==> config.mk <==
export PLATFORM = sky130hd
export DESIGN_NAME = not_from_nand
export DESIGN_NICKNAME = d
export VERILOG_FILES = /design/src/rtl/not_from_nand.sv
export SDC_FILE = /design/constraint.sdc
export NUM_CORES = 1
export LEC_CHECK = 0
export ABC_AREA = 1
export CAP_MARGIN = 20
export CORE_MARGIN = 2
export CORE_UTILIZATION = 40
export DETAILED_ROUTE_END_ITERATION = 12
export PLACE_DENSITY = 0.71
export SKIP_LAST_GASP = 1
export SLEW_MARGIN = 20
export SYNTH_ARGS = -nofsm -noshare
export SYNTH_HDL_FRONTEND = slang
export SYNTH_SLANG_ARGS = --single-unit
==> constraint.sdc <==
create_clock -name clk -period 1.9 [get_ports clk]
set_input_delay 0.19 -clock clk [delete_from_list [all_inputs] [get_ports clk]]
set_output_delay 0.19 -clock clk [all_outputs]
set_load 0.05 [all_outputs]
==> src/rtl/not_from_nand.sv <==
// Per-lane inverter built from 2-input NAND primitives, plus a registered copy
// of the inverted value and a saturating counter of sampled input changes.
module not_from_nand #(
   parameter int WIDTH = 1,
   parameter int CNT_W = 16
) (
   output wire logic [WIDTH-1:0] out,
   input  logic [WIDTH-1:0]      in,
   input  logic                  clk,
   input  logic                  rst,
   output logic [WIDTH-1:0]      out_q,
   output logic [CNT_W-1:0]      toggle_cnt,
   output logic                  cnt_sat
);

   logic [WIDTH-1:0] in_prev_q;
   logic [CNT_W-1:0] cnt_q;
   logic [CNT_W-1:0] cnt_d;
   logic             changed;

   // Tying both NAND inputs together gives an inverter with no clock or reset dependence.
   generate
      for (genvar gi = 0; gi < WIDTH; gi++) begin : g_lane
         nand u_nand (out[gi], in[gi], in[gi]);
      end
   endgenerate

   assign changed = (in != in_prev_q);

   always_comb begin
      cnt_d = cnt_q;
      if (changed && (cnt_q != {CNT_W{1'b1}})) begin
         cnt_d = cnt_q + CNT_W'(1);
      end
   end

   always_ff @(posedge clk or posedge rst) begin
      if (rst) begin
         out_q     <= '0;
         in_prev_q <= '0;
         cnt_q     <= '0;
      end else begin
         out_q     <= out;
         in_prev_q <= in;
         cnt_q     <= cnt_d;
      end
   end

   assign toggle_cnt = cnt_q;
   assign cnt_sat    = (cnt_q == {CNT_W{1'b1}});

endmodule

# Yosys cells after proc, flatten, opt, wreduce, memory -nomap -nowiden
# Cells that the tools add are included.
[word_totals]
reg_bits = 18
ram_bits = 0
n_memories = 0
mem_bits_ro = 0
latch_bits = 0
in_bits = 3
elab_cells = 9
output_inout_bits = 19
[classes]
n_bitwise = 1
n_mux = 0
div = 0
n_eq_ne = 3
reduce_logical = 1
addsub = 1
order_cmp = 0
n_mul = 0
shift = 0
[op_table]
columns = ["op", "count"]
rows = [
  ["$add 16x1->16 const B", 1],
  ["$eq 16x16->1 const B", 1],
  ["$ne 16x16->1 const B", 1],
  ["$logic_and 1x1->1", 1],
  ["$ne 1x1->1", 1],
  ["$not 1->1", 1],
]

# Longest topological paths before layout
# Gate-level depths: netlist (run 1).
[logic_depth]
depth_word = 2
ltp_mapped = 9
mapped_depth_nobuf = 9

# Worst setup path before layout (run 1)
# Ideal clock, no wire load.
[synth_path]
path_type = "register to register"
from = "reg cnt_q[1], in the netlist toggle_cnt[1]"
to = "reg cnt_q[10], in the netlist toggle_cnt[10]"
setup_ns = 0.120
path_stages_with_launch = 9
required_time_ns = 1.780
path_buffers = 0
arrival_ns = 1.757
period_less_slack_ns = 1.876
path_slack_ns = 0.024
path_cell_list = "dfrtp_1 ha_1 nand3_2 inv_2 nand2_2 nor2_8 nor2_4 nand2_1 nand2_1"
[synth_via]
elab_chain_cells = 2
word_cells_on_any_way = 3
cone_classes = "1 x add/sub; 1 x eq/ne; 1 x reduce/logical"
[synth_rtl]
columns = ["item", "line", "rtl"]
rows = [
  ["from (decl)", "17", "logic [CNT_W-1:0] cnt_q;"],
  ["from (signal assigned)", "45", "cnt_q <= cnt_d;"],
  ["parallel branches: the longest is 2 deep, another holds $add 16x1->16", "n/a", ""],
]
# Several ways; the timed one is not identified.
# A chain may end at the register's enable or synchronous reset.

# Worst setup path in the final report (run 1)
[layout_path]
from = "reg cnt_q[3], in the netlist toggle_cnt[3]"
to = "out toggle_cnt[3]"
[layout_lines]
columns = ["item", "line", "rtl"]
rows = [
  ["to (decl)", "12", "output logic [CNT_W-1:0] toggle_cnt,"],
]
# No word-level cell between the ends.

==> results_dict.tcl, run 1 <==
set metrics [dict create \
    outcome "finished, final reports clean" \
    fin_nets 191 \
    numCtsBuffers 3 \
    fill_cells 273 \
    htree_num_levels 1 \
    power_w 0.00119 \
    dieWidth_um 57.7 \
    yosys.area.top_type_share 0.390 \
    cts_hold_buf 0 \
    dpl.cell_count 210 \
    drtIter0Drc 11 \
    path_buf_inv 1 \
    dr.pass1.iters 4 \
    io_buffers 21 \
    yosysWarnings 0 \
    final_area_mm2 0.00147 \
    start_util 0.419 \
    timing.max_cap.violations 0 \
    leakage_nw 0.728 \
    grt_pass1_wl_um 4640 \
    placementRows 19 \
    clock_latency_ns 0.30 \
    slew_viol_final 0 \
    layout.cells.non_filler 217 \
    ir_drop_mv 0.985 \
    start_kind "flip-flop" \
    cpPeakStageDelay_ns 0.85 \
    clk_pin_slew_ns 0.11 \
    ys_seq_area_frac 0.390 \
    syn_inst 158 \
    grt_overflow 0 \
    die_area_mm2 0.00333 \
    die_h_um 57.7 \
    num_io_pins 22 \
    synth.area.top_cells "dfrtp_1 39%, nand2_1 23%, inv_1 5.9%, nor2_4 4.9%, nor2_1 3.6%" \
    track_usage 0.175 \
    crit_path_top_delay_cell "clkdlybuf4s50_1" \
    max_freq_mhz 547 \
    antenna_found_initial 0 \
    syn_avg_cell_area_um2 7.31 \
    drive_above_1_share 0.167 \
    worst-path-max-fanout 6 \
    routed_via_density 5.06 \
    layout_commonest_cell "nand2_1" \
    critPathKind "reg -> out" \
    yosysTopAreaCell "dfrtp_1" \
    syn-cell-area_mm2 0.00115 \
    antenna_cells 0 \
    wirelength_um 2630 \
    syn_to_final_growth_pct 27.5 \
    cp-end-kind "output pin" \
    period_share 0.963 \
    crit_chain "clkdlybuf4s50_1" \
    drc 0 \
    grt_pass1_vias 1037 \
    cts_root_buffer "clkbuf_4" \
    vias 1097 \
    dp_hpwl_um 1990 \
    core-area_mm2 0.00276 \
    clock-sinks 18 \
    max_slew_margin 0.534 \
    powerDensity_mw_per_mm2 807 \
    period_needed_ns 1.83 \
    postPlaceCellArea_mm2 0.00141 \
    cts_tree "built" \
    yosysUniqueCellTypes 19 \
    grt_max_degree 19 \
    tightest_slew_ns 0.698 \
    reg2reg_setup_slack_ns 0.45 \
    place_congestion 0.856 \
    clock_skew_ns 0.00942 \
    ant_nets 0 \
    path_delay_family "buffers and inverters" \
    synth_nets 162 \
    worstPathRequired_ns 1.71 \
    arrival_ns 1.64 \
    setup_viol 0 \
    clockBufferDepth 2 \
    hold_violations 0 \
    ys_ff_latch 18 \
    final_cell_mix "70 x nand2_1, 19 x clkdlybuf4s50_1, 18 x inv_1, 18 x dfrtp_1, 11 x nor2_1" \
    hold_class "in -> async" \
    wire_per_inst_um 12.1 \
]
==> cell usage after synthesis (all sizes together) <==
library cell	count
xnor2	1
nand2	78
o21ai	2
dfrtp	18
nor2	20
inv	19
ha	1
nand3	9
xor2	3
nand4	5
nand3b	2
==> metrics by stage <==
step / hold WS [ns] / setup WS [ns] / utilization / TNS (ns)
floorplan: 0.129 / 0.0237 / - / 0
global placement: 0.508 / 0.385 / 0.512 / 0
detailed placement: 0.535 / 0.349 / 0.512 / 0
CTS: 0.319 / 0.0129 / 0.525 / 0
global route: 0.380 / -0.00576 / 0.534 / -0.00576
finish: 0.284 / 0.0711 / 0.534 / 0
==> per-layer routing <==
metal,part of all wire,global-route usage,vias to the layer above,wire [um]
met1,0.45,0.231,530,1170
met4,0,0.0299,0,0
met5,0,0,-,0
li1,-,-,537,-
met2,0.50,0.308,30,1330
met3,0.049,0.0268,0,130
==> timing repair <==
action,4_1_cts,5_1_grt
endpoints found under the setup margin,0,1
setup buffers,0,3
resized for setup,0,1
==> state kept, by name, summed over array words and instances (netlist names) <==
name / flops
in_prev_q: 1
out_q: 1
toggle_cnt: 16
==> final cells by class <==
type                       instances  area [um^2]  share of cell area
tap                               31         38.8              0.0263
multi-input combinational        121          636               0.432
inverter                          19         71.3              0.0484
timing repair buffer              24          240               0.163
sequential                        18          450               0.306
clock buffer                       4         36.3              0.0246
==> final timing paths <==
kind                                 from              to  cells past startpoint
setup reg to reg            toggle_cnt[1]  toggle_cnt[10]                      8
hold / removal                        rst  toggle_cnt[14]                      2
setup / recovery            toggle_cnt[3]   toggle_cnt[3]                      1
min in group clk                       in       in_prev_q                      1
max in group asynchronous             rst  toggle_cnt[11]                      2
hold reg to reg            toggle_cnt[15]  toggle_cnt[15]                      2
==> kinds of logic (layout without fill, tap and decap cells) <==
family	count (synthesis)	in the layout	share of synthesized area
compound gates	2	2	0.00867
fa+ha+maj	1	1	0.0108
xor+xnor	4	4	0.0303
simple gates	114	114	0.498
flops	18	18	0.390
buf+inv	19	47	0.0617
==> where the power goes <==
| group | switching [W] | internal (W) | leakage (nW) | total (W) |
|---|---|---|---|---|
| Clock | 0.000125 | 0.000117 | 0.0210 | 0.000242 |
| Sequential | 0.0000618 | 0.000428 | 0.230 | 0.000490 |
| Combinational | 0.000295 | 0.000163 | 0.477 | 0.000457 |
No activity file was read; power rests on OpenSTA's default activity.
==> inputs of run 2 (changes only) <==
--- a/config.mk
+++ b/config.mk
@@ -10,6 +10,7 @@
 export CORE_MARGIN = 2
 export CORE_UTILIZATION = 40
 export DETAILED_ROUTE_END_ITERATION = 12
+export HOLD_SLACK_MARGIN = 0.12
 export PLACE_DENSITY = 0.71
 export SKIP_LAST_GASP = 1
 export SLEW_MARGIN = 20
==> results of run 2 <==
The final DEF is identical to that of run 1; final timing and power are the same.
